### src/rtl/sw_led_pkg.sv
// -----------------------------------------------------------------------------
// sw_led_pkg
// Shared definitions for the switch/LED controller.
//   mode_e : display mode encodings carried on the 2-bit mode input
//            MODE_DIRECT (00) - LEDs follow the debounced switches
//            MODE_TOGGLE (01) - LEDs show per-channel toggle latches
//            MODE_BLINK  (10) - LEDs show switches gated by the blink phase
//                               (only when SW_LED_BLINK_EN is defined,
//                               otherwise behaves as DIRECT)
//            MODE_RSVD   (11) - reserved, behaves as DIRECT
// -----------------------------------------------------------------------------
package sw_led_pkg;

    localparam int MODE_W = 2;

    typedef enum logic [MODE_W-1:0] {
        MODE_DIRECT = 2'b00,
        MODE_TOGGLE = 2'b01,
        MODE_BLINK  = 2'b10,
        MODE_RSVD   = 2'b11
    } mode_e;

    // Width of a counter that must hold values 0..count-1 (at least 1 bit).
    function automatic int cnt_width(input int count);
        return (count > 2) ? $clog2(count) : 1;
    endfunction

endpackage

### src/rtl/sw_debounce.sv
// -----------------------------------------------------------------------------
// sw_debounce
// One switch channel: 2-flop synchronizer followed by a stability-window
// debouncer. The stable level flips only after the synchronized level has
// differed from it for DB_CYCLES consecutive clocks; any return to the stable
// level restarts the window.
//   clk       : system clock, rising edge
//   rstn      : asynchronous active-low reset
//   sw        : raw asynchronous switch level
//   sw_stable : debounced level
// Latency of a held change: 2 (sync) + DB_CYCLES clocks.
// -----------------------------------------------------------------------------
module sw_debounce
    import sw_led_pkg::*;
#(
    parameter int DB_CYCLES = 16
) (
    input  logic clk,
    input  logic rstn,
    input  logic sw,
    output logic sw_stable
);

    localparam int              CW       = cnt_width(DB_CYCLES);
    localparam logic [CW-1:0]   CNT_LAST = CW'(DB_CYCLES - 1);

    logic          sync1_reg;
    logic          sync2_reg;
    logic [CW-1:0] cnt_reg;
    logic          stable_reg;

    always_ff @(posedge clk or negedge rstn) begin
        if (!rstn) begin
            sync1_reg  <= 1'b0;
            sync2_reg  <= 1'b0;
            cnt_reg    <= '0;
            stable_reg <= 1'b0;
        end else begin
            sync1_reg <= sw;
            sync2_reg <= sync1_reg;
            if (sync2_reg == stable_reg) begin
                // Back at the stable level: abandon any partial window.
                cnt_reg <= '0;
            end else if (cnt_reg == CNT_LAST) begin
                // Window complete with the difference still present.
                stable_reg <= ~stable_reg;
                cnt_reg    <= '0;
            end else begin
                cnt_reg <= cnt_reg + 1'b1;
            end
        end
    end

    assign sw_stable = stable_reg;

endmodule

### src/rtl/sw_led_ctrl.sv
// -----------------------------------------------------------------------------
// sw_led_ctrl
// N-channel switch debouncer and LED driver with selectable display mode.
//   clk       : system clock, rising edge
//   rstn      : asynchronous active-low reset
//   sw        : [N-1:0] raw asynchronous switch levels
//   mode      : [1:0] display mode (see sw_led_pkg::mode_e), sampled each cycle
//   clr       : synchronous clear of all toggle latches (beats a rise pulse)
//   led       : [N-1:0] registered LED drive
//   sw_stable : [N-1:0] debounced switch levels
// Build option: define SW_LED_BLINK_EN to include the blink counter and the
// BLINK mode; without it mode 2'b10 shows the debounced switches directly and
// BLINK_DIV has no effect.
// -----------------------------------------------------------------------------
module sw_led_ctrl
    import sw_led_pkg::*;
#(
    parameter int N         = 8,
    parameter int DB_CYCLES = 16,
    parameter int BLINK_DIV = 8
) (
    input  logic                 clk,
    input  logic                 rstn,
    input  logic [N-1:0]         sw,
    input  logic [MODE_W-1:0]    mode,
    input  logic                 clr,
    output logic [N-1:0]         led,
    output logic [N-1:0]         sw_stable
);

    logic [N-1:0] stable_d_reg;
    logic [N-1:0] rise;
    logic [N-1:0] toggle_reg;
    logic [N-1:0] led_reg;
    logic [N-1:0] led_next;
    mode_e        mode_sel;

    // Per-channel synchronizer + debouncer.
    generate
        for (genvar gi = 0; gi < N; gi++) begin : g_chan
            sw_debounce #(
                .DB_CYCLES (DB_CYCLES)
            ) u_debounce (
                .clk       (clk),
                .rstn      (rstn),
                .sw        (sw[gi]),
                .sw_stable (sw_stable[gi])
            );
        end
    endgenerate

    // One-cycle pulse on each debounced 0->1 transition. Because stable_d_reg
    // resets to 0, a switch already high at reset release produces a pulse
    // once it has been debounced.
    assign rise = sw_stable & ~stable_d_reg;

    always_ff @(posedge clk or negedge rstn) begin
        if (!rstn) begin
            stable_d_reg <= '0;
            toggle_reg   <= '0;
        end else begin
            stable_d_reg <= sw_stable;
            // Latches track rise pulses regardless of mode; clr wins.
            if (clr) begin
                toggle_reg <= '0;
            end else begin
                toggle_reg <= toggle_reg ^ rise;
            end
        end
    end

`ifdef SW_LED_BLINK_EN
    localparam int            BW        = cnt_width(BLINK_DIV);
    localparam logic [BW-1:0] BLINK_LAST = BW'(BLINK_DIV - 1);

    logic [BW-1:0] blink_cnt_reg;
    logic          blink_phase_reg;

    // Free-running; phase flips once every BLINK_DIV cycles.
    always_ff @(posedge clk or negedge rstn) begin
        if (!rstn) begin
            blink_cnt_reg   <= '0;
            blink_phase_reg <= 1'b0;
        end else if (blink_cnt_reg == BLINK_LAST) begin
            blink_cnt_reg   <= '0;
            blink_phase_reg <= ~blink_phase_reg;
        end else begin
            blink_cnt_reg <= blink_cnt_reg + 1'b1;
        end
    end
`else
    // Blink hardware is absent; keep the parameter referenced.
    logic unused_blink_div;
    assign unused_blink_div = (BLINK_DIV > 1);
`endif

    assign mode_sel = mode_e'(mode);

    always_comb begin
        led_next = sw_stable;
        case (mode_sel)
            MODE_TOGGLE: led_next = toggle_reg;
`ifdef SW_LED_BLINK_EN
            MODE_BLINK:  led_next = sw_stable & {N{blink_phase_reg}};
`endif
            default:     led_next = sw_stable;
        endcase
    end

    always_ff @(posedge clk or negedge rstn) begin
        if (!rstn) begin
            led_reg <= '0;
        end else begin
            led_reg <= led_next;
        end
    end

    assign led = led_reg;

endmodule
### config.mk
export PLATFORM = sky130hd
export DESIGN_NAME = sw_led_ctrl
export DESIGN_NICKNAME = d
export VERILOG_FILES = /design/src/rtl/sw_led_pkg.sv /design/src/rtl/sw_debounce.sv /design/src/rtl/sw_led_ctrl.sv
export SDC_FILE = /design/constraint.sdc
export NUM_CORES = 1
export LEC_CHECK = 0
export CORE_MARGIN = 3
export CORE_UTILIZATION = 51
export CTS_CLUSTER_DIAMETER = 80
export DETAILED_ROUTE_END_ITERATION = 8
export GPL_ROUTABILITY_DRIVEN = 0
export GPL_TIMING_DRIVEN = 0
export PLACE_DENSITY = 0.75
export REMOVE_ABC_BUFFERS = 1
export SLEW_MARGIN = 20
export SYNTH_ARGS = -nofsm -noshare
export SYNTH_HDL_FRONTEND = slang
export SYNTH_SLANG_ARGS = --single-unit
### constraint.sdc
create_clock -name clk -period 1.2 [get_ports clk]
set_input_delay 0.24 -clock clk [delete_from_list [all_inputs] [get_ports clk]]
set_output_delay 0.24 -clock clk [all_outputs]
set_load 0.05 [all_outputs]
==> reports/qor.csv <==
stage,metric,value,unit
status,status,"finished, final reports clean",
setup_path,CP cell instances,buf_4,
drt,first-pass iteration count of the detailed router,4,
placed_design,final HPWL from detailed placement,3.12,mm
finish,Final Cell Area,3900,sq um
setup_path,Worst Setup Start Kind,register,
finish,fillers,423,
logic_synthesis,post-synthesis mux area share,6.88,%
logic_synthesis,largest family of logic cells by synthesized area,simple AND/OR/NAND/NOR gates,
logic_synthesis,Simple-Gate Fraction of Synth Area,10.3,%
timing,final-report hold violation count,0,
drt,DR WL/cell,14.3,microns
clock_tree,Clock Latency Late Sink,0.34,ns
finish,"Net count, final",298,
drt,vias per cell,5.07,
finish,share of post-route cells with drive strength above 1,29.8,%
timing,period utilisation layout,98.3,%
setup_path,Crit Path Max Fanout,2,
logic_synthesis,Mapped Area,3110,sq um
power_and_ir_drop,"Power, Total",5.38,mW
clock_tree,CTS Buffer Depth,2,
setup_path,critical path type,register to primary output,
global_route,busiest grt layer,met2,
finish,"Cell Count, Final, Fillers Out",354,
clock_tree,clock slew at reported path FFs,0.08,ns
floorplanning,Initial Util,54.5,%
timing,f_max,848,MHz
global_route,largest net degree at the start of global routing,56,
global_route,GR Util met1,18.7,%
logic_synthesis,ranking of synthesized cells by area,"dfrtp_1, xnor2_1, mux2_4",
placed_design,area post-placement,3430,sq um
timing,skew final,0.0112,ns
setup_path,slowest library cell on the worst path,dfrtp_1,
floorplanning,die extent in x,84.1,microns
timing,fin crit period,1.18,ns
power_and_ir_drop,VDD IR-drop max,1030,uV
drt,Vias,1796,
logic_synthesis,Post-Synth Adder-Cell Area,3.22,%
clock_tree,CTS tree,built,
global_route,initial antenna violation count,0,
global_route,met3 GRT Util,6.91,%
timing,hold_ws,0.335,ns
drt,final wirelength,5.06,mm
logic_synthesis,Compound-Gate Fraction of Synth Area,5.11,%
logic_synthesis,Synth Area in XOR/XNOR,6.76,%
floorplanning,Die ar.,7070,sq um
setup_path,Crit path required time,0.96,ns
drt,Antenna Violating Nets Remaining,0,
global_route,total grt overflow,0,
drt,DR iter-0 viols,62,
global_route,GR Util met2,23.7,%
placed_design,# port buffers,28,
logic_synthesis,post-synth cell types,20,
global_route,GR Util All Layers,15.0,%
placed_design,placed insts,318,
setup_path,Top delay family on crit path,flip-flops,
timing,Max Slew Vio Count,0,
logic_synthesis,Post-Syn Area per Cell,13.7,sq um
logic_synthesis,cell accounting for the most synthesized area,dfrtp_1,
floorplanning,CORE AREA,5710,sq um
job,Max Cap Viol,0,
finish,diodes inserted,0,
drt,DRC violations left,0,
logic_synthesis,Mapped Cells,227,
finish,"commonest non-fill, non-tap cell in the layout",dfrtp_1,
setup_path,"Data arrival, critical path",0.94,ns
clock_tree,clock root cell,clkbuf_8,
floorplanning,row cnt,27,
clock_tree,CTS Buf Count,9,
timing,unrepaired setup endpoints after global routing,yes,
finish,"commonest non-fill, non-tap cells in the layout","dfrtp_1, buf_4, xnor2_1",
logic_synthesis,top-area cell type share of the netlist area,64.4,%
logic_synthesis,Synth Register Bits,80,
finish,max reg flops,32,
setup_path,Crit. End Element,primary output,
clock_tree,number of H-tree levels,3,
finish,Area Overhead vs Synth,25.5,%
logic_synthesis,Ys Warns,0,
timing,final setup vio count,0,
timing,Relative slew margins,75.7,%
logic_synthesis,register area share after synthesis,64.4,%
setup_path,CP Buf/Inv Count,1,
global_route,global-route wire length before repair,8.29,mm
global_route,number of global-route vias before repair,1804,
power_and_ir_drop,P per Cell Area,1380,nW/um^2
floorplanning,I/O pins,29,
power_and_ir_drop,leakage power total,1.77,nW
timing,transition time of the tightest slew-check pin,0.362,ns
clock_tree,clock sinks,80,
setup_path,CP peak stage delay,0.40,ns
worst_hold_path,worst min-delay path class,input port to register,
floorplanning,die outline height,84.1,microns
[Yosys cell counts]
cell type,instances
nand3_1,7
mux2_4,9
a311oi_2,2
mux2_1,6
o21ai_0,8
buf_1,1
ha_1,8
inv_1,8
nor2b_1,17
nor3b_1,5
dfrtp_1,80
mux2_2,1
nand4b_1,8
a311oi_1,1
buf_4,8
a21oi_1,16
buf_6,1
nand3_2,1
nor2_1,16
xnor2_1,24
[kinds of logic after synthesis]
kind of cell | Yosys count
AOI/OAI and AO/OA | 27
xor gates and xnor gates | 24
adders and majority gates | 8
buffers and inverters | 18
DFF | 80
muxes | 16
and+or+nand+nor | 54
[report_power, final]
| group | internal, mW | switching, mW |
|---|---|---|
| Combinational | 0.195 | 0.169 |
| Sequential | 2.79 | 0.0894 |
| Clock | 1.23 | 0.918 |
| Total | 4.21 | 1.18 |
[routing by layer]
metal / part of all wire (%) / routed length [microns] / vias up
met5: 0 / 0 / -
met4: 1.1 / 54 / 0
met3: 5.3 / 268 / 6
met2: 51 / 2580 / 34
met1: 43 / 2160 / 891
li1: - / - / 865
[layout make-up]
cell class	instances	area [sq um]	area share [%]
flip-flops and latches	80	2010	51.5
multi-input cells	129	1090	28.1
clock buffers	11	141	3.62
inverters	8	30.0	0.769
repair buffers	49	458	11.7
well taps	72	90.1	2.31
clock inverters	5	80.1	2.05
[metrics by stage]
step,setup slack (ns),TNS [ns],util [%]
final,0.0210,0,68.4
after floorplan,-0.131,-1.07,-
after global routing,-0.0181,-0.0471,68.4
after global placement,-2.83,-236.59,59.6
after CTS,-0.0295,-0.0295,65.3
after detailed placement,-0.550,-7.98,60.1
[path summary, 6_finish.rpt]
path,start,endpoint,slack (ns),depth (start not counted)
max in group asynchronous,rstn,g_chan[5].u_debounce.sw_stable,0.27,3
max reg2reg,g_chan[5].u_debounce.cnt_reg[1],g_chan[5].u_debounce.sw_stable,0.05,3
min,sw[1],g_chan[1].u_debounce.sync1_reg,0.34,1
min reg2reg,g_chan[5].u_debounce.sync1_reg,g_chan[5].u_debounce.sync2_reg,0.35,0
max,g_chan[4].u_debounce.sw_stable,sw_stable[4],0.02,1
min in group asynchronous,rstn,g_chan[4].u_debounce.cnt_reg[0],0.35,2
[repair_timing]
item                                   CTS  global route
setup endpoints to repair               32            29
buffers inserted                        10             9
endpoints found under the hold margin   25             0
pin swaps                                0             4
resized for setup                      107            20
hold buffers                             1             0
Note: power is estimated with default switching activity, not from simulation.
